<file path="src/rtl/tcdm_mux.sv">
// N-to-1 TCDM request multiplexer with round-robin arbitration, a lock that holds an
// ungranted request on the bank, and an in-order routing FIFO for read responses.
module tcdm_mux #(
    parameter int unsigned NR_INPUTS       = 2,
    parameter int unsigned DATA_WIDTH      = 32,
    parameter int unsigned BE_WIDTH        = DATA_WIDTH / 8,
    parameter int unsigned ADDR_WIDTH      = 32,
    parameter int unsigned MAX_OUTSTANDING = 2
) (
    input  logic                                   clk_i,
    input  logic                                   rst_i,

    // upstream master ports (one lane per demux output)
    input  logic [NR_INPUTS-1:0]                   master_req,
    output logic [NR_INPUTS-1:0]                   master_gnt,
    input  logic [NR_INPUTS-1:0][ADDR_WIDTH-1:0]   master_addr,
    input  logic [NR_INPUTS-1:0]                   master_wen,
    input  logic [NR_INPUTS-1:0][DATA_WIDTH-1:0]   master_data,
    input  logic [NR_INPUTS-1:0][BE_WIDTH-1:0]     master_be,
    output logic [NR_INPUTS-1:0]                   master_r_valid,
    input  logic [NR_INPUTS-1:0]                   master_r_ready,
    output logic [NR_INPUTS-1:0][DATA_WIDTH-1:0]   master_r_data,

    // downstream memory bank port
    output logic                                   slave_req,
    input  logic                                   slave_gnt,
    output logic [ADDR_WIDTH-1:0]                  slave_addr,
    output logic                                   slave_wen,
    output logic [DATA_WIDTH-1:0]                  slave_data,
    output logic [BE_WIDTH-1:0]                    slave_be,
    input  logic                                   slave_r_valid,
    output logic                                   slave_r_ready,
    input  logic [DATA_WIDTH-1:0]                  slave_r_data
);

    localparam int unsigned IDX_W  = $clog2(NR_INPUTS);
    localparam int unsigned CAND_W = IDX_W + 1;
    localparam int unsigned PTR_W  = (MAX_OUTSTANDING > 1) ? $clog2(MAX_OUTSTANDING) : 1;
    localparam int unsigned CNT_W  = $clog2(MAX_OUTSTANDING + 1);

    // arbitration state
    logic [IDX_W-1:0]  rr_q;
    logic              lock_q;
    logic [IDX_W-1:0]  lock_idx_q;

    // response routing FIFO
    logic [IDX_W-1:0]  route_mem [MAX_OUTSTANDING];
    logic [PTR_W-1:0]  wr_ptr_q;
    logic [PTR_W-1:0]  rd_ptr_q;
    logic [CNT_W-1:0]  count_q;

    logic [NR_INPUTS-1:0] eligible;
    logic [IDX_W-1:0]     winner;
    logic [IDX_W-1:0]     rr_next;
    logic [CAND_W-1:0]    cand;
    logic                 found;
    logic                 fifo_full;
    logic                 fifo_empty;
    logic [IDX_W-1:0]     head;
    logic                 grant;
    logic                 push;
    logic                 pop;

    assign fifo_full  = (count_q == CNT_W'(MAX_OUTSTANDING));
    assign fifo_empty = (count_q == '0);
    assign head       = route_mem[rd_ptr_q];

    // Reads stall while the routing FIFO is full, even if it drains this cycle.
    generate
        for (genvar gi = 0; gi < NR_INPUTS; gi++) begin : g_elig
            assign eligible[gi] = master_req[gi] & (master_wen[gi] | ~fifo_full);
        end
    endgenerate

    always_comb begin
        winner = lock_idx_q;
        found  = 1'b0;
        cand   = '0;
        if (lock_q) begin
            found = eligible[lock_idx_q];
        end else begin
            winner = rr_q;
            for (int k = 0; k < NR_INPUTS; k++) begin
                cand = {1'b0, rr_q} + CAND_W'(k);
                if (cand >= CAND_W'(NR_INPUTS)) begin
                    cand = cand - CAND_W'(NR_INPUTS);
                end
                if (!found && eligible[cand[IDX_W-1:0]]) begin
                    found  = 1'b1;
                    winner = cand[IDX_W-1:0];
                end
            end
        end
    end

    assign rr_next = (winner == IDX_W'(NR_INPUTS - 1)) ? '0 : winner + 1'b1;

    always_comb begin
        slave_req  = 1'b0;
        slave_addr = '0;
        slave_wen  = 1'b1;
        slave_data = '0;
        slave_be   = '0;
        if (found) begin
            slave_req  = 1'b1;
            slave_addr = master_addr[winner];
            slave_wen  = master_wen[winner];
            slave_data = master_data[winner];
            slave_be   = master_be[winner];
        end
    end

    assign grant         = slave_req & slave_gnt;
    assign push          = grant & ~slave_wen;
    assign slave_r_ready = ~fifo_empty & master_r_ready[head];
    assign pop           = slave_r_valid & slave_r_ready;

    // Grant and response steering, zero cycles in both directions.
    generate
        for (genvar gi = 0; gi < NR_INPUTS; gi++) begin : g_route
            logic is_head;
            assign is_head            = ~fifo_empty & (head == IDX_W'(gi));
            assign master_gnt[gi]     = found & (winner == IDX_W'(gi)) & slave_gnt;
            assign master_r_valid[gi] = is_head & slave_r_valid;
            assign master_r_data[gi]  = is_head ? slave_r_data : '0;
        end
    endgenerate

    always_ff @(posedge clk_i or posedge rst_i) begin
        if (rst_i) begin
            rr_q       <= '0;
            lock_q     <= 1'b0;
            lock_idx_q <= '0;
        end else if (grant) begin
            rr_q   <= rr_next;
            lock_q <= 1'b0;
        end else if (slave_req) begin
            // Hold the stalled request on the bank until the memory accepts it.
            lock_q     <= 1'b1;
            lock_idx_q <= winner;
        end else begin
            lock_q <= 1'b0;
        end
    end

    always_ff @(posedge clk_i or posedge rst_i) begin
        if (rst_i) begin
            wr_ptr_q <= '0;
            rd_ptr_q <= '0;
            count_q  <= '0;
        end else begin
            if (push) begin
                wr_ptr_q <= (wr_ptr_q == PTR_W'(MAX_OUTSTANDING - 1)) ? '0 : wr_ptr_q + 1'b1;
            end
            if (pop) begin
                rd_ptr_q <= (rd_ptr_q == PTR_W'(MAX_OUTSTANDING - 1)) ? '0 : rd_ptr_q + 1'b1;
            end
            if (push && !pop) begin
                count_q <= count_q + 1'b1;
            end else if (pop && !push) begin
                count_q <= count_q - 1'b1;
            end
        end
    end

    // Entries are only read while counted, so the storage itself needs no reset.
    always_ff @(posedge clk_i) begin
        if (push) begin
            route_mem[wr_ptr_q] <= winner;
        end
    end

endmodule

</file>
<file path="config.mk">
export PLATFORM = sky130hd
export DESIGN_NAME = tcdm_mux
export DESIGN_NICKNAME = d
export VERILOG_FILES = /design/src/rtl/tcdm_mux.sv
export SDC_FILE = /design/constraint.sdc
export NUM_CORES = 1
export LEC_CHECK = 0
export CORE_AREA = 3 3 123 125
export CTS_CLUSTER_DIAMETER = 50
export DETAILED_ROUTE_END_ITERATION = 12
export DIE_AREA = 0 0 126 128
export PLACE_DENSITY = 0.51
export REMOVE_ABC_BUFFERS = 1
export SYNTH_ARGS = -nofsm -noshare
export SYNTH_HDL_FRONTEND = slang
export SYNTH_SLANG_ARGS = --single-unit
</file>
<file path="constraint.sdc">
create_clock -name clk_i -period 2.3 [get_ports clk_i]
set_input_delay 0.575 -clock clk_i [delete_from_list [all_inputs] [get_ports clk_i]]
set_output_delay 0.575 -clock clk_i [all_outputs]
set_load 0.05 [all_outputs]
</file>
==> qor.txt <==
Mapped cell area -> 1670 µm²
Die W -> 126 µm
Row Count -> 43
# DRC -> 0
Fill cells -> 1154
Synth Register Bits -> 9
I/O pin cnt -> 317
Area Growth Syn to Fin -> 359%
Pwr dens -> 1190 nW/µm²
Starting Density -> 11.9%
Initial antenna violation count -> 2
Max Slew Vio Count -> 0
Routed len/inst -> 20.6 µm
CP required -> 1.73 ns
Fin area -> 7660 µm²
GPL Wtd Cong -> 0.904
Status -> complete, but fails checks
CTS tree -> yes
Final WL -> 15300 µm
CP arrival -> 2.23 ns
DPL Wire Length -> 12300 µm
Antenna viol nets, final -> 0
Number of buffers added on ports -> 316
N_diodes -> 0
CORE AREA -> 14000 µm²
Layout cells sized above 1 -> 47.9%
First-pass GRT wire length -> 20600 µm
Post-synth EDFFs -> 2
Final hold vios -> 0
Adder-cell share of the synthesized area -> 0.750%
Vias in the first global route -> 3405
XOR/XNOR Fraction of Synth Area -> 2.63%
Cell Area, Placed -> 6660 µm²
RSZ-0062 raised after global routing -> true
Async SR Flop Fraction -> 77.8%
Clock Latency Late Sink -> 0.23 ns
Synthesis Warnings -> 0
WHS -> 0.495 ns
TritonCTS buffer count -> 3
Rel. slew slack -> 79.0%
Die height -> 128 µm
Min Tclk post-route -> 2.80 ns
Total gr overflow -> 0
Post-synth cell types -> 32
Mapped Cells -> 208
1st-pass router iterations -> 4
Failing checks -> negative setup slack
Hold Path Stages -> 1
Clk pin slew, worst setup/hold paths -> 0.04 ns
Compound-Gate Fraction of Synth Area -> 40.4%
Final setup skew -> 0.00317 ns
Via density -> 4.23
Initial drt markers -> 102
Clock sinks -> 9
Synth Area in Simple Gates -> 33.2%
Worst slew pin tran -> 0.312 ns
Post-layout nets -> 744
Hold bufs inserted after CTS -> 0
Post-synthesis sequential area ratio -> 14.1%
Htree depth -> 1
# setup viols final -> 71
CTS max path bufs -> 2
Worst VDD drop -> 0.544 mV
Post-Syn Area per Cell -> 8.02 µm²
Root buffer cell -> clkbuf_16
Die area -> 16100 µm²
Largest net degree at the start of global routing -> 35
Crit Path Class -> primary input to output pin
Critical Path End Type -> output pin
Mux contribution to synthesized area -> 1.28%
Vias after detailed routing -> 3147
Largest fanout on the critical path -> 6
Synth Flop Type -> dfrtp_1
Max Clk Rate -> 0.357 GHz
Startpoint Class -> primary input
Reg2Reg Depth -> 11
GRT Util Overall -> 16.5%
Maxcap violations -> 0
Hold/Removal Path Class -> flop to flop
Final worst setup slack -> -0.503 ns
P_leak -> 3.27 nW
Period utilization -> 122%
Main combinational cell family by area after synthesis -> compound AO/OA/AOI/OAI gates
## metrics by stage
step	worst slack, ns	util [%]	std cells	power (mW)	setup TNS [ns]
floorplan	-0.863	-	188	3.72	-67.75
global placement	-0.677	47.6	718	7.89	-47.03
detailed placement	-0.705	47.6	718	7.92	-49.22
CTS	-0.490	52.1	741	8.80	-31.61
global route	-0.545	54.8	744	9.38	-33.85
finish	-0.503	54.8	744	9.12	-30.27
## timing repair
item,4_1_cts,5_1_grt
buffers inserted,16,2
setup endpoints to repair,78,80
resized for setup,58,49
gates cloned,3,3
pin swaps,54,28
## worst paths after layout
kind | start | endpoint | slack [ns]
worst max-delay path | master_wen[0] | slave_data[16] | -0.50
worst max register to register | count_q[0] | count_q[1] | 0.07
min in group asynchronous | rst_i | rr_q | 0.59
worst min-delay path | wr_ptr_q | wr_ptr_q | 0.49
max in group asynchronous | rst_i | count_q[0] | 1.47
worst min register to register | wr_ptr_q | wr_ptr_q | 0.49
## synth_stat cells (all sizes together) (2+ instances only)
| library cell | instances | area [µm²] |
|---|---|---|
| a21oi | 3 | 26.3 |
| a22o | 69 | 604 |
| and2 | 68 | 428 |
| buf | 14 | 93.8 |
| clkbuf | 6 | 22.5 |
| dfrtp | 7 | 175 |
| edfxtp | 2 | 60.1 |
| inv | 3 | 11.3 |
| nand2 | 4 | 15.0 |
| nand3 | 2 | 15.0 |
| nor2 | 9 | 41.3 |
| nor2b | 3 | 18.8 |
| or3b | 2 | 17.5 |
| xnor2 | 3 | 26.3 |
| xor2 | 2 | 17.5 |
## power breakdown
part / internal (mW) / switching [mW] / leakage [nW] / total (mW)
Sequential: 0.230 / 0.0513 / 0.102 / 0.282
Clock: 0.232 / 0.0792 / 0.0382 / 0.311
Combinational: 4.27 / 4.25 / 3.13 / 8.53
## registers in the layout, summed over array words and instances (netlist names)
register    flops
lock_idx_q      1
rr_q            1
rd_ptr_q        1
wr_ptr_q        1
lock_q          1
count_q         2
route_mem       2
## layer usage
metal / up-vias / track usage (%) / wire, µm / part of all wire [%]
met2: 208 / 33.4 / 8440 / 55
met5: - / 0 / 27 / 0.18
li1: 1483 / - / - / -
met1: 1430 / 16.0 / 4970 / 32
met4: 4 / 5.55 / 511 / 3.3
met3: 22 / 4.54 / 1370 / 9.0
## critical path, stage by stage
cell and delay (ns):
buf_6 0.09, or3b_4 0.38, buf_6 0.13, nand3_4 0.08
a21oi_4 0.04, buf_12 0.15, buf_12 0.12, buf_12 0.13
buf_6 0.12, a22o_1 0.23, buf_12 0.16
## cells in the final DEF (no fill, tap or decap), drive strengths merged
cell / n
or3b: 2
inv: 3
mux2i: 1
a21oi: 3
dfrtp: 7
clkdlybuf4s50: 173
nor3: 1
a22o: 69
buf: 194
ha: 1
nand3: 2
mux2: 1
dlygate4sd2: 2
clkbuf: 7
nor2: 9
nand2b: 1
xnor2: 3
o31ai: 1
nor2b: 3
and2: 68
a21bo: 1
a211oi: 1
and3: 1
edfxtp: 2
a21o: 1
xor2: 2
o21bai: 1
nand2: 4
## cell families after synthesis
logic type,count (synthesis)
multiplexers,2
adder cells (fa/ha/maj),1
AO/OA/AOI/OAI,77
AND/OR/NAND/NOR,91
XOR/XNOR,5
flip-flops,9
buffers and inverters,23
## final cells by class
type | count | area (µm²) | share of cell area (%)
timing repair buffer | 372 | 5300 | 69.2
multi-input combinational | 176 | 1810 | 23.6
sequential | 9 | 235 | 3.07
tap | 180 | 225 | 2.94
clock buffer | 4 | 78.8 | 1.03
inverter | 3 | 11.3 | 0.147
Note: power is estimated with default switching activity, not from simulation.
